`src/rtl/rom_fetch_if.sv`:
```
// rom_fetch_if: ROM address/data port plus the valid/ready output stream of rom_fetch.
//   rom_ad_o   : registered byte address to the ROM (master drives)
//   rom_data_i : ROM read word for the previous address (slave drives)
//   data_o     : stream word, FIFO head (master drives)
//   valid_o    : data_o holds a word (master drives)
//   ready_i    : consumer accepts the head word (slave drives)
interface rom_fetch_if #(
    parameter int AD_LEN = 32,
    parameter int BUS_WIDTH = 32
);
    logic [AD_LEN-1:0] rom_ad_o;
    logic [BUS_WIDTH-1:0] rom_data_i;
    logic [BUS_WIDTH-1:0] data_o;
    logic valid_o;
    logic ready_i;
    modport master (output rom_ad_o, data_o, valid_o, input rom_data_i, ready_i);
    modport slave (input rom_ad_o, data_o, valid_o, output rom_data_i, ready_i);
endinterface

```
`src/rtl/rom_fetch.sv`:
```
// rom_fetch: walks a word-aligned ROM window and streams the words out through a small FIFO.
//   clk_i, reset_i (async, active-high)
//   start_i, base_i, count_i : fetch request, sampled only when idle
//   busy_o, done_o           : fetch in progress / one-cycle completion pulse
//   err_o                    : sticky bounds-truncation flag when ROM_FETCH_BOUNDS_ERR_EN is defined, else 0
//   bus                      : rom_fetch_if master (ROM address/data, valid/ready output stream)
module rom_fetch #(
    parameter int AD_LEN = 32,
    parameter int BUS_WIDTH = 32,
    parameter logic [AD_LEN-1:0] ROM_MAX_ADDR = AD_LEN'(32'h2000),
    parameter int FIFO_DEPTH = 4
) (
    input  logic clk_i,
    input  logic reset_i,
    input  logic start_i,
    input  logic [AD_LEN-1:0] base_i,
    input  logic [15:0] count_i,
    output logic busy_o,
    output logic done_o,
    output logic err_o,
    rom_fetch_if.master bus
);
    localparam int PW = $clog2(FIFO_DEPTH);
    localparam logic [AD_LEN-1:0] STEP = AD_LEN'(BUS_WIDTH / 8);
    typedef enum logic [1:0] {IDLE, FETCH, DRAIN, DONE} state_t;
    state_t state_q, state_d;
    logic [AD_LEN-1:0] addr_q, addr_d, rom_ad_q, rom_ad_d;
    logic wrap_q, wrap_d;
    logic [15:0] rem_q, rem_d;
    logic infl_q, issue, oob, credit, push, pop;
    logic [PW:0] cnt_q;
    logic [PW+1:0] used;
    logic [PW-1:0] wr_q, rd_q;
    logic [BUS_WIDTH-1:0] mem [FIFO_DEPTH];
    logic [BUS_WIDTH-1:0] last_q;
    // A carry out of the address adder means the window wrapped, which counts as out of bounds.
    assign oob = wrap_q | (addr_q >= ROM_MAX_ADDR);
    // Words already buffered plus the one still coming back from the ROM must leave room.
    assign used = (PW+2)'(cnt_q) + (PW+2)'(infl_q);
    assign credit = used < (PW+2)'(FIFO_DEPTH);
    assign push = infl_q;
    assign pop = bus.valid_o & bus.ready_i;
    assign bus.valid_o = cnt_q != '0;
    assign bus.data_o = bus.valid_o ? mem[rd_q] : last_q;
    assign bus.rom_ad_o = rom_ad_q;
    assign busy_o = state_q != IDLE;
    assign done_o = state_q == DONE;
    always_comb begin
        state_d = state_q;
        addr_d = addr_q;
        wrap_d = wrap_q;
        rem_d = rem_q;
        rom_ad_d = rom_ad_q;
        issue = 1'b0;
        case (state_q)
            IDLE: if (start_i) begin
                addr_d = base_i & ~AD_LEN'(3);
                wrap_d = 1'b0;
                rem_d = count_i;
                state_d = count_i == '0 ? DONE : FETCH;
            end
            FETCH: if (oob) begin
                state_d = DRAIN;
            end else if (credit) begin
                issue = 1'b1;
                rom_ad_d = addr_q;
                {wrap_d, addr_d} = {1'b0, addr_q} + {1'b0, STEP};
                rem_d = rem_q - 16'd1;
                state_d = rem_q == 16'd1 ? DRAIN : FETCH;
            end
            DRAIN: state_d = (!infl_q && cnt_q == '0) ? DONE : DRAIN;
            default: state_d = IDLE;
        endcase
    end
    always_ff @(posedge clk_i or posedge reset_i) begin
        if (reset_i) begin
            state_q <= IDLE;
            addr_q <= '0;
            wrap_q <= 1'b0;
            rem_q <= '0;
            rom_ad_q <= '0;
            infl_q <= 1'b0;
            cnt_q <= '0;
            wr_q <= '0;
            rd_q <= '0;
            last_q <= '0;
        end else begin
            state_q <= state_d;
            addr_q <= addr_d;
            wrap_q <= wrap_d;
            rem_q <= rem_d;
            rom_ad_q <= rom_ad_d;
            infl_q <= issue;
            cnt_q <= cnt_q + (PW+1)'(push) - (PW+1)'(pop);
            wr_q <= wr_q + PW'(push);
            rd_q <= rd_q + PW'(pop);
            last_q <= pop ? mem[rd_q] : last_q;
        end
    end
    always_ff @(posedge clk_i) begin
        if (push) mem[wr_q] <= bus.rom_data_i;
    end
`ifdef ROM_FETCH_BOUNDS_ERR_EN
    logic err_q, accept, trunc;
    assign accept = state_q == IDLE && start_i;
    assign trunc = state_q == FETCH && oob;
    always_ff @(posedge clk_i or posedge reset_i) begin
        if (reset_i) err_q <= 1'b0;
        else err_q <= accept ? 1'b0 : (trunc | err_q);
    end
    assign err_o = err_q;
`else
    assign err_o = 1'b0;
`endif
endmodule
```
`src/flat_wrapper.sv`:
```
// flat-port wrapper written by rule: the top's interface ports become plain ports
module rom_fetch_flat 
#(
    parameter int AD_LEN = 32,
    parameter int BUS_WIDTH = 32,
    parameter logic [AD_LEN-1:0] ROM_MAX_ADDR = AD_LEN'(32'h2000),
    parameter int FIFO_DEPTH = 4
)
  (clk_i, reset_i, start_i, base_i, count_i, busy_o, done_o, err_o, bus_rom_ad_o, bus_data_o, bus_valid_o, bus_rom_data_i, bus_ready_i);
  rom_fetch_if #(.AD_LEN(AD_LEN), .BUS_WIDTH(BUS_WIDTH)) bus_i ();
  input  logic clk_i;
  input  logic reset_i;
  input  logic start_i;
  input  logic [AD_LEN-1:0] base_i;
  input  logic [15:0] count_i;
  output logic busy_o;
  output logic done_o;
  output logic err_o;
  output wire logic [$bits(bus_i.rom_ad_o)-1:0] bus_rom_ad_o;
  output wire logic [$bits(bus_i.data_o)-1:0] bus_data_o;
  output wire logic [$bits(bus_i.valid_o)-1:0] bus_valid_o;
  input wire logic [$bits(bus_i.rom_data_i)-1:0] bus_rom_data_i;
  input wire logic [$bits(bus_i.ready_i)-1:0] bus_ready_i;
  assign bus_rom_ad_o = bus_i.rom_ad_o;
  assign bus_data_o = bus_i.data_o;
  assign bus_valid_o = bus_i.valid_o;
  assign bus_i.rom_data_i = bus_rom_data_i;
  assign bus_i.ready_i = bus_ready_i;
  rom_fetch #(.AD_LEN(AD_LEN), .BUS_WIDTH(BUS_WIDTH), .ROM_MAX_ADDR(ROM_MAX_ADDR), .FIFO_DEPTH(FIFO_DEPTH)) u_core (.clk_i(clk_i), .reset_i(reset_i), .start_i(start_i), .base_i(base_i), .count_i(count_i), .busy_o(busy_o), .done_o(done_o), .err_o(err_o), .bus(bus_i));
endmodule
```
`config.mk`:
```
export PLATFORM = sky130hd
export DESIGN_NAME = rom_fetch_flat
export DESIGN_NICKNAME = d
export VERILOG_FILES = /design/src/rtl/rom_fetch_if.sv /design/src/rtl/rom_fetch.sv /design/src/flat_wrapper.sv
export SDC_FILE = /design/constraint.sdc
export NUM_CORES = 1
export LEC_CHECK = 0
export BUFFER_PORTS_ARGS = -buffer_cell sky130_fd_sc_hd__clkbuf_2
export CAP_MARGIN = 20
export CORE_MARGIN = 3
export CORE_UTILIZATION = 45
export CTS_CLUSTER_SIZE = 40
export DETAILED_ROUTE_END_ITERATION = 12
export PLACE_DENSITY = 0.7
export SYNTH_ARGS = -nofsm -noshare
export SYNTH_HDL_FRONTEND = slang
export SYNTH_SLANG_ARGS = --single-unit
```
`constraint.sdc`:
```
create_clock -name clk_i -period 12.4 [get_ports clk_i]
set_clock_uncertainty 0.1 [all_clocks]
set_input_delay 2.48 -clock clk_i [delete_from_list [all_inputs] [get_ports clk_i]]
set_output_delay 2.48 -clock clk_i [all_outputs]
set_load 0.05 [all_outputs]
```
==> impl_metrics.yaml, run 1 <==
run_status:
  outcome: "complete, no violations"
timing:
  fmax_mhz: 190
  rsz0062_at_grt: "false"
  setup_ws_ps: 7130
  relSlewSlack: 0.352
  tightest_slew_ps: 970
  final_hold_viol_count: 0
  finalSetupTns_ps: 0
  min_period_ps: 5270
  period_share: 0.425
  setup_violations: 0
  drv_slew: 0
logic_synthesis:
  synth_seq_cells: 247
  synth_top_family_by_area: "simple AND/OR/NAND/NOR gates"
  synthArstFlopShare: 0.482
  synth-xor-area-share: 0.00247
  synth-edff-count: 128
  synth_ff_type: "edfxtp_1"
  seq_area_frac_synth: 0.640
  avgSynthCellArea_sq_um: 13.1
  ys_types: 55
  yosys.area_share.simple: 0.129
  synth-adder-area-share: 0.0124
  yosysWarnings: 0
  muxShareOfSynthArea: 0.102
  synth_compound_area_frac: 0.0850
  syn-cell-area_sq_mm: 0.0107
  syn_inst: 816
global_routing:
  grt_pass1_vias: 7167
  grt_first_pass_wirelength_mm: 38.2
  grt.overflow.total: 0
  antenna_found_initial: 0
  grt_start_max_net_pins: 63
  grt_use_total: 0.185
detailed_routing:
  dr.first_iter.drc_count: 650
  wl_met2_mm: 11.3
  drt-total-wl_mm: 23.6
  ant_nets: 0
  dr.max_layer_used: "met4"
  wl_met3_mm: 1.77
  post-route-drc-count: 0
  wl_met1_mm: 9.99
  drt_pass1_iterations: 5
  vias: 7012
  routed_via_density: 5.41
  wire_per_inst_um: 18.2
final_layout:
  n_antenna_cell: 0
  drive_gt1_frac: 0.296
  finalNetCount: 1056
  final_common_cell: "clkbuf_2"
  multi_input_area_sq_mm: 0.00357
  seq_area_sq_mm: 0.00682
  fin_cells: 1295
  nFillCells: 1955
  area_delta_synth_final_pct: 18.4
  layout_common_cells: "146 x clkbuf_2, 140 x nand2_1, 128 x edfxtp_1"
floorplanning:
  start_util: 0.464
  rows: 55
  core_sq_mm: 0.0230
  fp.dieArea_sq_mm: 0.0256
  dieHeight_um: 160
  die_w_um: 160
  ios: 152
setup_path:
  cp.required_ps: 9820
  crit_buf_inv: 2
  cp-end-kind: "output port"
  slowest_stage: "dfrtp_2"
  crit_chain: "buf_4, mux4_2, nand2_1, nand2_1, clkbuf_2"
  cp_data_arrival_time_ps: 2690
  crit_type: "flip-flop to output port"
  cp-start-kind: "flip-flop"
  cp_top_family: "buffers and inverters"
  critPathMostFrequentCell: "nand2_1"
  cp_slowest_stage_delay_ps: 670
  cp_max_fo: 20
clocking:
  hold_buffers: 0
  cts_tree: "built"
  cts.path.max_buffers: 3
  clock-root-buffer: "clkbuf_16"
  clkTransAtPathRegs_ps: 60
  cts_repair_resize_count: 0
  numClockSinks: 247
  numCtsBuffers: 26
  post_cts_buffers: 0
  h-tree-depth: 1
  clock_latency_ps: 540
place:
  dp_hpwl_mm: 15.1
  place.gp.congestion: 0.819
  dpl_worst_slack_ps: 7620
  placedCellCount: 1246
  port_buffers: 146
power_and_ir_drop:
  p_clk_frac: 0.255
  swShare: 0.392
  p_per_area_mw_per_mm2: 243
  seqPwrFrac: 0.378
  intPower_w: 0.00186
  p_comb_frac: 0.367
  p_switching_w: 0.00120
  peakVddDrop_mv: 0.207
  p_leak_nw: 5.15
hold_path:
  hp-class: "flip-flop to flip-flop"
run:
  max_cap_viol_count: 0
==> cell families (layout without fill, tap and decap cells) <==
kind of cell | count (synthesis) | after routing
simple gates | 288 | 288
flops | 247 | 247
xor+xnor | 3 | 3
fa+ha+maj | 10 | 10
compound gates | 133 | 133
buf+inv | 69 | 233
mux | 65 | 65
other cells | 1 | 3
==> registers in the layout (all words and copies together), names as in the netlist <==
name / count
u_core.wrap_q: 1
u_core.cnt_q: 3
u_core.last_q: 32
u_core.rem_q: 16
u_core.state_q: 2
u_core.bus.rom_ad_o: 30
u_core.wr_q: 2
u_core.rd_q: 2
u_core.mem: 128
u_core.infl_q: 1
u_core.addr_q: 30
==> layout make-up <==
class,instances,share of cell area
sequential,247,0.541
multi-input combinational,502,0.283
timing repair buffer,164,0.0692
clock buffer,40,0.0606
tap,313,0.0310
clock inverter,8,0.00922
inverter,21,0.00645
==> through the flow <==
step / hold slack, ps / total power (W) / utilization / cell area (sq um)
global placement: 356 / 0.00228 / 0.510 / 11700
floorplan: 357 / 0.00202 / - / 10700
detailed placement: 357 / 0.00230 / 0.510 / 11700
finish: 370 / 0.00306 / 0.549 / 12600
CTS: 371 / 0.00309 / 0.548 / 12600
global route: 386 / 0.00324 / 0.549 / 12600
==> routing by layer <==
layer,vias up,GRT usage
met5,-,0
met1,3428,0.249
met4,0,0.0493
met2,237,0.307
met3,38,0.0399
li1,3309,-
==> power groups by stage <==
stage | Sequential (W) | Clock [W] | Combinational [W]
after CTS | 0.00116 | 0.000799 | 0.00113
after floorplan | 0.00112 | 0 | 0.000902
after global placement | 0.00116 | 0 | 0.00111
after detailed placement | 0.00117 | 0 | 0.00113
after global routing | 0.00118 | 0.000839 | 0.00122
final | 0.00116 | 0.000781 | 0.00112
==> Yosys cell counts, drive strengths merged (2+ instances only) <==
| master | instances | area, sq um |
|---|---|---|
| clkbuf | 30 | 113 |
| buf | 18 | 108 |
| ha | 9 | 113 |
| a22oi | 10 | 75.1 |
| xor2 | 3 | 26.3 |
| inv | 20 | 75.1 |
| nand3 | 16 | 80.1 |
| nand4 | 7 | 43.8 |
| nor3 | 16 | 95.1 |
| dfrtp | 119 | 2980 |
| nor3b | 3 | 22.5 |
| or4 | 5 | 41.3 |
| o22a | 16 | 140 |
| o2bb2ai | 5 | 43.8 |
| nand2 | 140 | 526 |
| and2 | 24 | 150 |
| a31oi | 18 | 113 |
| and4b | 3 | 30.0 |
| nor2 | 49 | 184 |
| and3 | 5 | 31.3 |
| mux4 | 32 | 721 |
| edfxtp | 128 | 3840 |
| or3 | 2 | 12.5 |
| a21oi | 31 | 189 |
| a41oi | 5 | 43.8 |
| nor4 | 14 | 128 |
| o211ai | 4 | 30.0 |
| o21ai | 19 | 95.1 |
| o22ai | 17 | 106 |
| mux2 | 32 | 360 |
==> worst register-to-register path: stages (launching register included) <==
cell and delay [ps]:
dfrtp_1 460, nor3_4 200, clkinv_1 80, buf_4 260
nand2_1 130, buf_4 440, inv_1 130, ha_1 310
inv_1 50, ha_1 120, inv_1 40, fa_1 380
xor2_1 170
==> final timing paths <==
path / startpoint / to / slack [ps] / cells past startpoint
setup / recovery: u_core.rd_q[0] / bus_data_o[3] / 7130 / 5
hold / removal: u_core.bus.rom_ad_o[12] / u_core.bus.rom_ad_o[12] / 370 / 2
setup reg to reg: u_core.cnt_q[1] / u_core.cnt_q[2] / 9410 / 12
hold reg to reg: u_core.bus.rom_ad_o[12] / u_core.bus.rom_ad_o[12] / 370 / 2
max in group asynchronous: reset_i / u_core.rd_q[0] / 8900 / 3
min in group asynchronous: reset_i / u_core.last_q[21] / 2000 / 2
(Power assumes the default switching activity.)
==> inputs of run 2 (changes only) <==
--- a/config.mk
+++ b/config.mk
@@ -11,7 +11,7 @@
 export CORE_UTILIZATION = 45
 export CTS_CLUSTER_SIZE = 40
 export DETAILED_ROUTE_END_ITERATION = 12
-export PLACE_DENSITY = 0.7
+export PLACE_DENSITY = 0.73
 export SYNTH_ARGS = -nofsm -noshare
 export SYNTH_HDL_FRONTEND = slang
 export SYNTH_SLANG_ARGS = --single-unit
==> constraint.sdc (replaced) <==
create_clock -name clk_i -period 4.7 [get_ports clk_i]
set_clock_uncertainty 0.1 [all_clocks]
set_input_delay 0.94 -clock clk_i [delete_from_list [all_inputs] [get_ports clk_i]]
set_output_delay 0.94 -clock clk_i [all_outputs]
set_load 0.05 [all_outputs]
==> run 2 against run 1 <==
Critical path type unchanged; worst setup slack worse by 6000 ps; largest cell class unchanged; hold slack got worse by 180 ps; largest power group unchanged; die area unchanged; clock-buffer cell count fell by 8; wire length is 3.7% higher; first-iteration DRC count decreased by 1.2%; register-to-register slack got worse by 7700 ps; sequential power grew to 2.6 times the previous value; total power increased to 2.6 times the previous value.
==> impl_metrics.yaml, run 2 (synthesis gave the netlist of run 1 again) <==
run_status:
  outcome: "complete, no violations"
setup_path:
  critPathMostFrequentCell: "nand2_1"
  cp-start-kind: "flip-flop"
  crit_type: "flip-flop to output port"
  cp-end-kind: "output port"
  cp_top_family: "flip-flops"
  crit_chain: "buf_4, mux4_2, nand2_1, nand2_1, clkbuf_2"
  cp_max_fo: 12
  cp.required_ps: 3660
  cp_slowest_stage_delay_ps: 630
  cp_data_arrival_time_ps: 2540
  crit_buf_inv: 2
  slowest_stage: "dfrtp_2"
power_and_ir_drop:
  p_comb_frac: 0.372
  peakVddDrop_mv: 0.524
  p_switching_w: 0.00322
  p_clk_frac: 0.248
  seqPwrFrac: 0.380
  intPower_w: 0.00483
  p_per_area_mw_per_mm2: 638
  p_leak_nw: 5.15
  power_w: 0.00804
  swShare: 0.400
clocking:
  cts_repair_resize_count: 0
  clock_latency_ps: 540
  cts.path.max_buffers: 3
  cts_tree: "built"
  h-tree-depth: 1
  numClockSinks: 247
  clkTransAtPathRegs_ps: 60
  post_cts_buffers: 0
  hold_buffers: 0
  clock-root-buffer: "clkbuf_16"
  numCtsBuffers: 26
timing:
  final_hold_viol_count: 0
  fmax_mhz: 280
  finalSetupTns_ps: 0
  min_period_ps: 3580
  tightest_slew_ps: 1100
  drv_slew: 0
  rsz0062_at_grt: "false"
  setup_violations: 0
  period_share: 0.761
  relSlewSlack: 0.263
  whs_ps: 192
floorplanning:
  dieHeight_um: 160
  die_w_um: 160
  fp.dieArea_sq_mm: 0.0256
  ios: 152
  rows: 55
  core_sq_mm: 0.0230
  start_util: 0.464
global_routing:
  antenna_found_initial: 3
  grt_first_pass_wirelength_mm: 39.1
  grt_use_total: 0.189
  grt_start_max_net_pins: 76
  grt.overflow.total: 0
  grt_pass1_vias: 7301
detailed_routing:
  vias: 7157
  wire_per_inst_um: 18.9
  routed_via_density: 5.53
  drt_pass1_iterations: 5
  ant_nets: 0
  dr.first_iter.drc_count: 642
  post-route-drc-count: 0
  drt-total-wl_mm: 24.4
final_layout:
  area_delta_synth_final_pct: 18.3
  top_regs: "u_core.mem: 128 flops, u_core.last_q: 32 flops"
  final_area_sq_mm: 0.0126
  layout_common_cells: "146 x clkbuf_2, 139 x nand2_1, 128 x edfxtp_1"
  n_antenna_cell: 0
  finalNetCount: 1056
  regMostFlops: "u_core.mem"
  final_common_cell: "clkbuf_2"
  largest_register_ffs: 128
  drive_gt1_frac: 0.306
hold_path:
  hp-class: "input pin to asynchronous set/reset pin"
run:
  max_cap_viol_count: 0
place:
  place_area_sq_mm: 0.0117
  place.gp.congestion: 0.841
  port_buffers: 146
  dp_hpwl_mm: 15.5
run 2: routing by layer:
layer  wire length (um)  vias up  share of wire  GRT usage
met1               9980     3527           0.41      0.242
li1                   -     3308              -          -
met4                580        6          0.024     0.0572
met2              12100      268           0.49      0.325
met3               1750       48          0.072     0.0433
met5                 29        -         0.0012          0
run 2: area by class of cell:
class,instances,area [sq um]
clock buffer,32,714
timing repair buffer,164,890
fill,1935,10400
inverter,21,81.3
sequential,247,6820
clock inverter,15,129
multi-input combinational,502,3580
tap,313,392
run 2: power groups by stage:
stage               sequential (W)  combinational (W)  clock [W]
finish                     0.00306            0.00299    0.00199
global route               0.00311            0.00324    0.00213
CTS                        0.00305            0.00302    0.00204
detailed placement         0.00308            0.00300          0
global placement           0.00306            0.00294          0
floorplan                  0.00294            0.00238          0
run 2: worst paths after layout:
path	startpoint	to	slack, ps	cells after the start
worst max-delay path	u_core.rd_q[0]	bus_data_o[12]	1120	5
worst max register to register	u_core.cnt_q[1]	u_core.cnt_q[2]	1710	11
worst min-delay path	reset_i	u_core.last_q[23]	190	2
worst min register to register	u_core.bus.rom_ad_o[12]	u_core.bus.rom_ad_o[12]	370	2
min in group clk_i	u_core.bus.rom_ad_o[12]	u_core.bus.rom_ad_o[12]	370	2
max in group asynchronous	reset_i	u_core.bus.rom_ad_o[3]	3720	3
run 2: metrics by stage:
step           cells  worst slack [ps]   util
3_5_place_dp    1246              1640  0.511
5_1_grt         1294               987  0.549
2_1_floorplan    818               503      -
6_report        1294              1120  0.549
3_3_place_gp    1245              1670  0.510
4_1_cts         1293              1060  0.547
==> inputs of run 3 (changes only) <==
--- a/config.mk
+++ b/config.mk
@@ -5,13 +5,14 @@
 export SDC_FILE = /design/constraint.sdc
 export NUM_CORES = 1
 export LEC_CHECK = 0
+export ABC_AREA = 1
 export BUFFER_PORTS_ARGS = -buffer_cell sky130_fd_sc_hd__clkbuf_2
 export CAP_MARGIN = 20
 export CORE_MARGIN = 3
 export CORE_UTILIZATION = 45
 export CTS_CLUSTER_SIZE = 40
 export DETAILED_ROUTE_END_ITERATION = 12
-export PLACE_DENSITY = 0.73
+export PLACE_DENSITY = 0.72
 export SYNTH_ARGS = -nofsm -noshare
 export SYNTH_HDL_FRONTEND = slang
 export SYNTH_SLANG_ARGS = --single-unit
==> constraint.sdc (replaced) <==
create_clock -name clk_i -period 3.2 [get_ports clk_i]
set_clock_uncertainty 0.1 [all_clocks]
set_input_delay 0.64 -clock clk_i [delete_from_list [all_inputs] [get_ports clk_i]]
set_output_delay 0.64 -clock clk_i [all_outputs]
set_load 0.05 [all_outputs]
==> run 3 against run 2 <==
Largest cell class unchanged; non-clock buffer count rose by 8; highest routed layer unchanged; combinational power grew 76%; synthesized area is 6.4% higher.
==> impl_metrics.yaml, run 3 <==
run_status:
  outcome: "complete, no violations"
final_layout:
  layout_common_cells: "404 x nand2_1, 137 x clkbuf_2, 128 x edfxtp_1"
  drive_gt1_frac: 0.178
  regMostFlops: "u_core.mem"
  finalNetCount: 1469
  n_antenna_cell: 0
  area_delta_synth_final_pct: 18.0
  largest_register_ffs: 128
  final_area_sq_mm: 0.0134
  top_regs: "u_core.mem: 128 flops, u_core.last_q: 32 flops"
  fin_util: 0.545
  final_common_cell: "nand2_1"
setup_path:
  crit_chain: "inv_2, buf_4, nand2_1, a32o_1, o21ai_0, buf_2"
  slowest_stage: "dfrtp_4"
  cp-start-kind: "flip-flop"
  cp_top_family: "buffers and inverters"
  cp-end-kind: "output port"
  cp_data_arrival_time_ps: 2370
  cp_max_fo: 21
  cp.required_ps: 2460
  crit_buf_inv: 3
  crit_type: "flip-flop to output port"
  cp_slowest_stage_delay_ps: 600
run:
  max_cap_viol_count: 0
place:
  place_area_sq_mm: 0.0124
  port_buffers: 146
  dp_hpwl_mm: 17.4
  place.gp.congestion: 0.868
timing:
  whs_ps: 133
  min_period_ps: 3110
  tightest_slew_ps: 766
  finalSetupTns_ps: 0
  setup_violations: 0
  fmax_mhz: 322
  relSlewSlack: 0.488
  drv_slew: 0
  final_hold_viol_count: 0
  period_share: 0.971
power_and_ir_drop:
  swShare: 0.432
  p_comb_frac: 0.416
  seqPwrFrac: 0.345
  p_leak_nw: 5.76
  intPower_w: 0.00720
  power_w: 0.0127
  p_switching_w: 0.00548
  p_clk_frac: 0.239
  peakVddDrop_mv: 0.951
  p_per_area_mw_per_mm2: 949
detailed_routing:
  wire_per_inst_um: 15.2
  post-route-drc-count: 0
  ant_nets: 0
  drt_pass1_iterations: 6
  drt-total-wl_mm: 26.1
  vias: 8863
  routed_via_density: 5.15
  dr.first_iter.drc_count: 698
floorplanning:
  fp.dieArea_sq_mm: 0.0271
  die_w_um: 165
  core_sq_mm: 0.0245
  rows: 57
  start_util: 0.462
  ios: 152
  dieHeight_um: 165
logic_synthesis:
  yosysWarnings: 0
  synth-edff-count: 128
  seq_area_frac_synth: 0.602
  syn-cell-area_sq_mm: 0.0113
  synth_seq_cells: 247
  synth_commonest_cells: "405 x nand2_1, 128 x edfxtp_1, 120 x nor2_1"
  synth.most_common_cell: "nand2_1"
  synth_ff_type: "edfxtp_1"
  syn_inst: 1229
  yosysTopAreaCell: "edfxtp_1"
  synthArstFlopShare: 0.482
  synth_top_area_share: 0.339
  ys_types: 37
  synthTopCellsByArea: "edfxtp_1 34%, dfrtp_1 26%, nand2_1 13%"
  avgSynthCellArea_sq_um: 9.22
clocking:
  cts.path.max_buffers: 3
  cts_tree: "built"
  numCtsBuffers: 27
  clock-root-buffer: "clkbuf_16"
  numClockSinks: 247
  post_cts_buffers: 0
  clkTransAtPathRegs_ps: 60
  h-tree-depth: 1
  clock_latency_ps: 530
global_routing:
  grt_pass1_vias: 8370
  grt_start_max_net_pins: 65
  grt_use_total: 0.194
  grt_first_pass_wirelength_mm: 42.5
  antenna_found_initial: 1
  grt.overflow.total: 0
hold_path:
  hp-class: "input pin to asynchronous set/reset pin"
==> run 3: path summary, 6_finish.rpt <==
kind / from / end / slack, ps / depth (start not counted)
worst max-delay path: u_core.rd_q[0] / bus_data_o[22] / 90 / 6
worst min-delay path: reset_i / u_core.bus.rom_ad_o[9] / 130 / 2
worst max register to register: u_core.cnt_q[1] / u_core.addr_q[9] / 830 / 8
worst min register to register: u_core.last_q[4] / u_core.last_q[4] / 390 / 2
max in group asynchronous: reset_i / u_core.rd_q[0] / 2160 / 3
min in group clk_i: bus_rom_data_i[11] / u_core.mem[0][11] / 220 / 1
==> run 3: final cells by class <==
| type | count | area, sq um |
|---|---|---|
| Inverter | 86 | 329 |
| Tap cell | 324 | 405 |
| Multi-Input combinational cell | 841 | 3930 |
| Timing Repair Buffer | 172 | 1000 |
| Sequential cell | 247 | 6830 |
| Fill cell | 2146 | 11200 |
| Clock inverter | 16 | 141 |
| Clock buffer | 34 | 742 |
==> run 3: metal layers <==
layer	share of wire	GRT usage
met4	0.016	0.0446
met1	0.46	0.279
met5	0.00046	0
met2	0.46	0.314
met3	0.065	0.0298
==> run 3: what timing repair did <==
action	CTS	global route
cloned	0	1
resized for setup	8	10
endpoints found under the setup margin	7	14
hold buffers	0	0
==> run 3: through the flow <==
step	setup WS, ps	instances
floorplan	-79.7	1231
detailed placement	485	1669
global placement	506	1669
CTS	9.85	1719
finish	92.6	1720
global route	-1.17	1720
==> run 3: kinds of logic (layout without fill, tap and decap cells) <==
kind of cell,Yosys count,after routing,share of synthesized area
flops,247,247,0.602
other cells,1,3,0.000331
buf+inv,143,308,0.0547
fa+ha+maj,10,10,0.0117
simple gates,623,623,0.224
xor+xnor,6,6,0.00464
compound gates,199,199,0.103
==> run 3: power groups by stage <==
stage               registers, W  logic [W]  clock network, W
CTS                      0.00437    0.00525           0.00310
global placement         0.00440    0.00510                 0
floorplan                0.00425    0.00411                 0
global route             0.00445    0.00583           0.00324
finish                   0.00438    0.00527           0.00303
detailed placement       0.00442    0.00520                 0
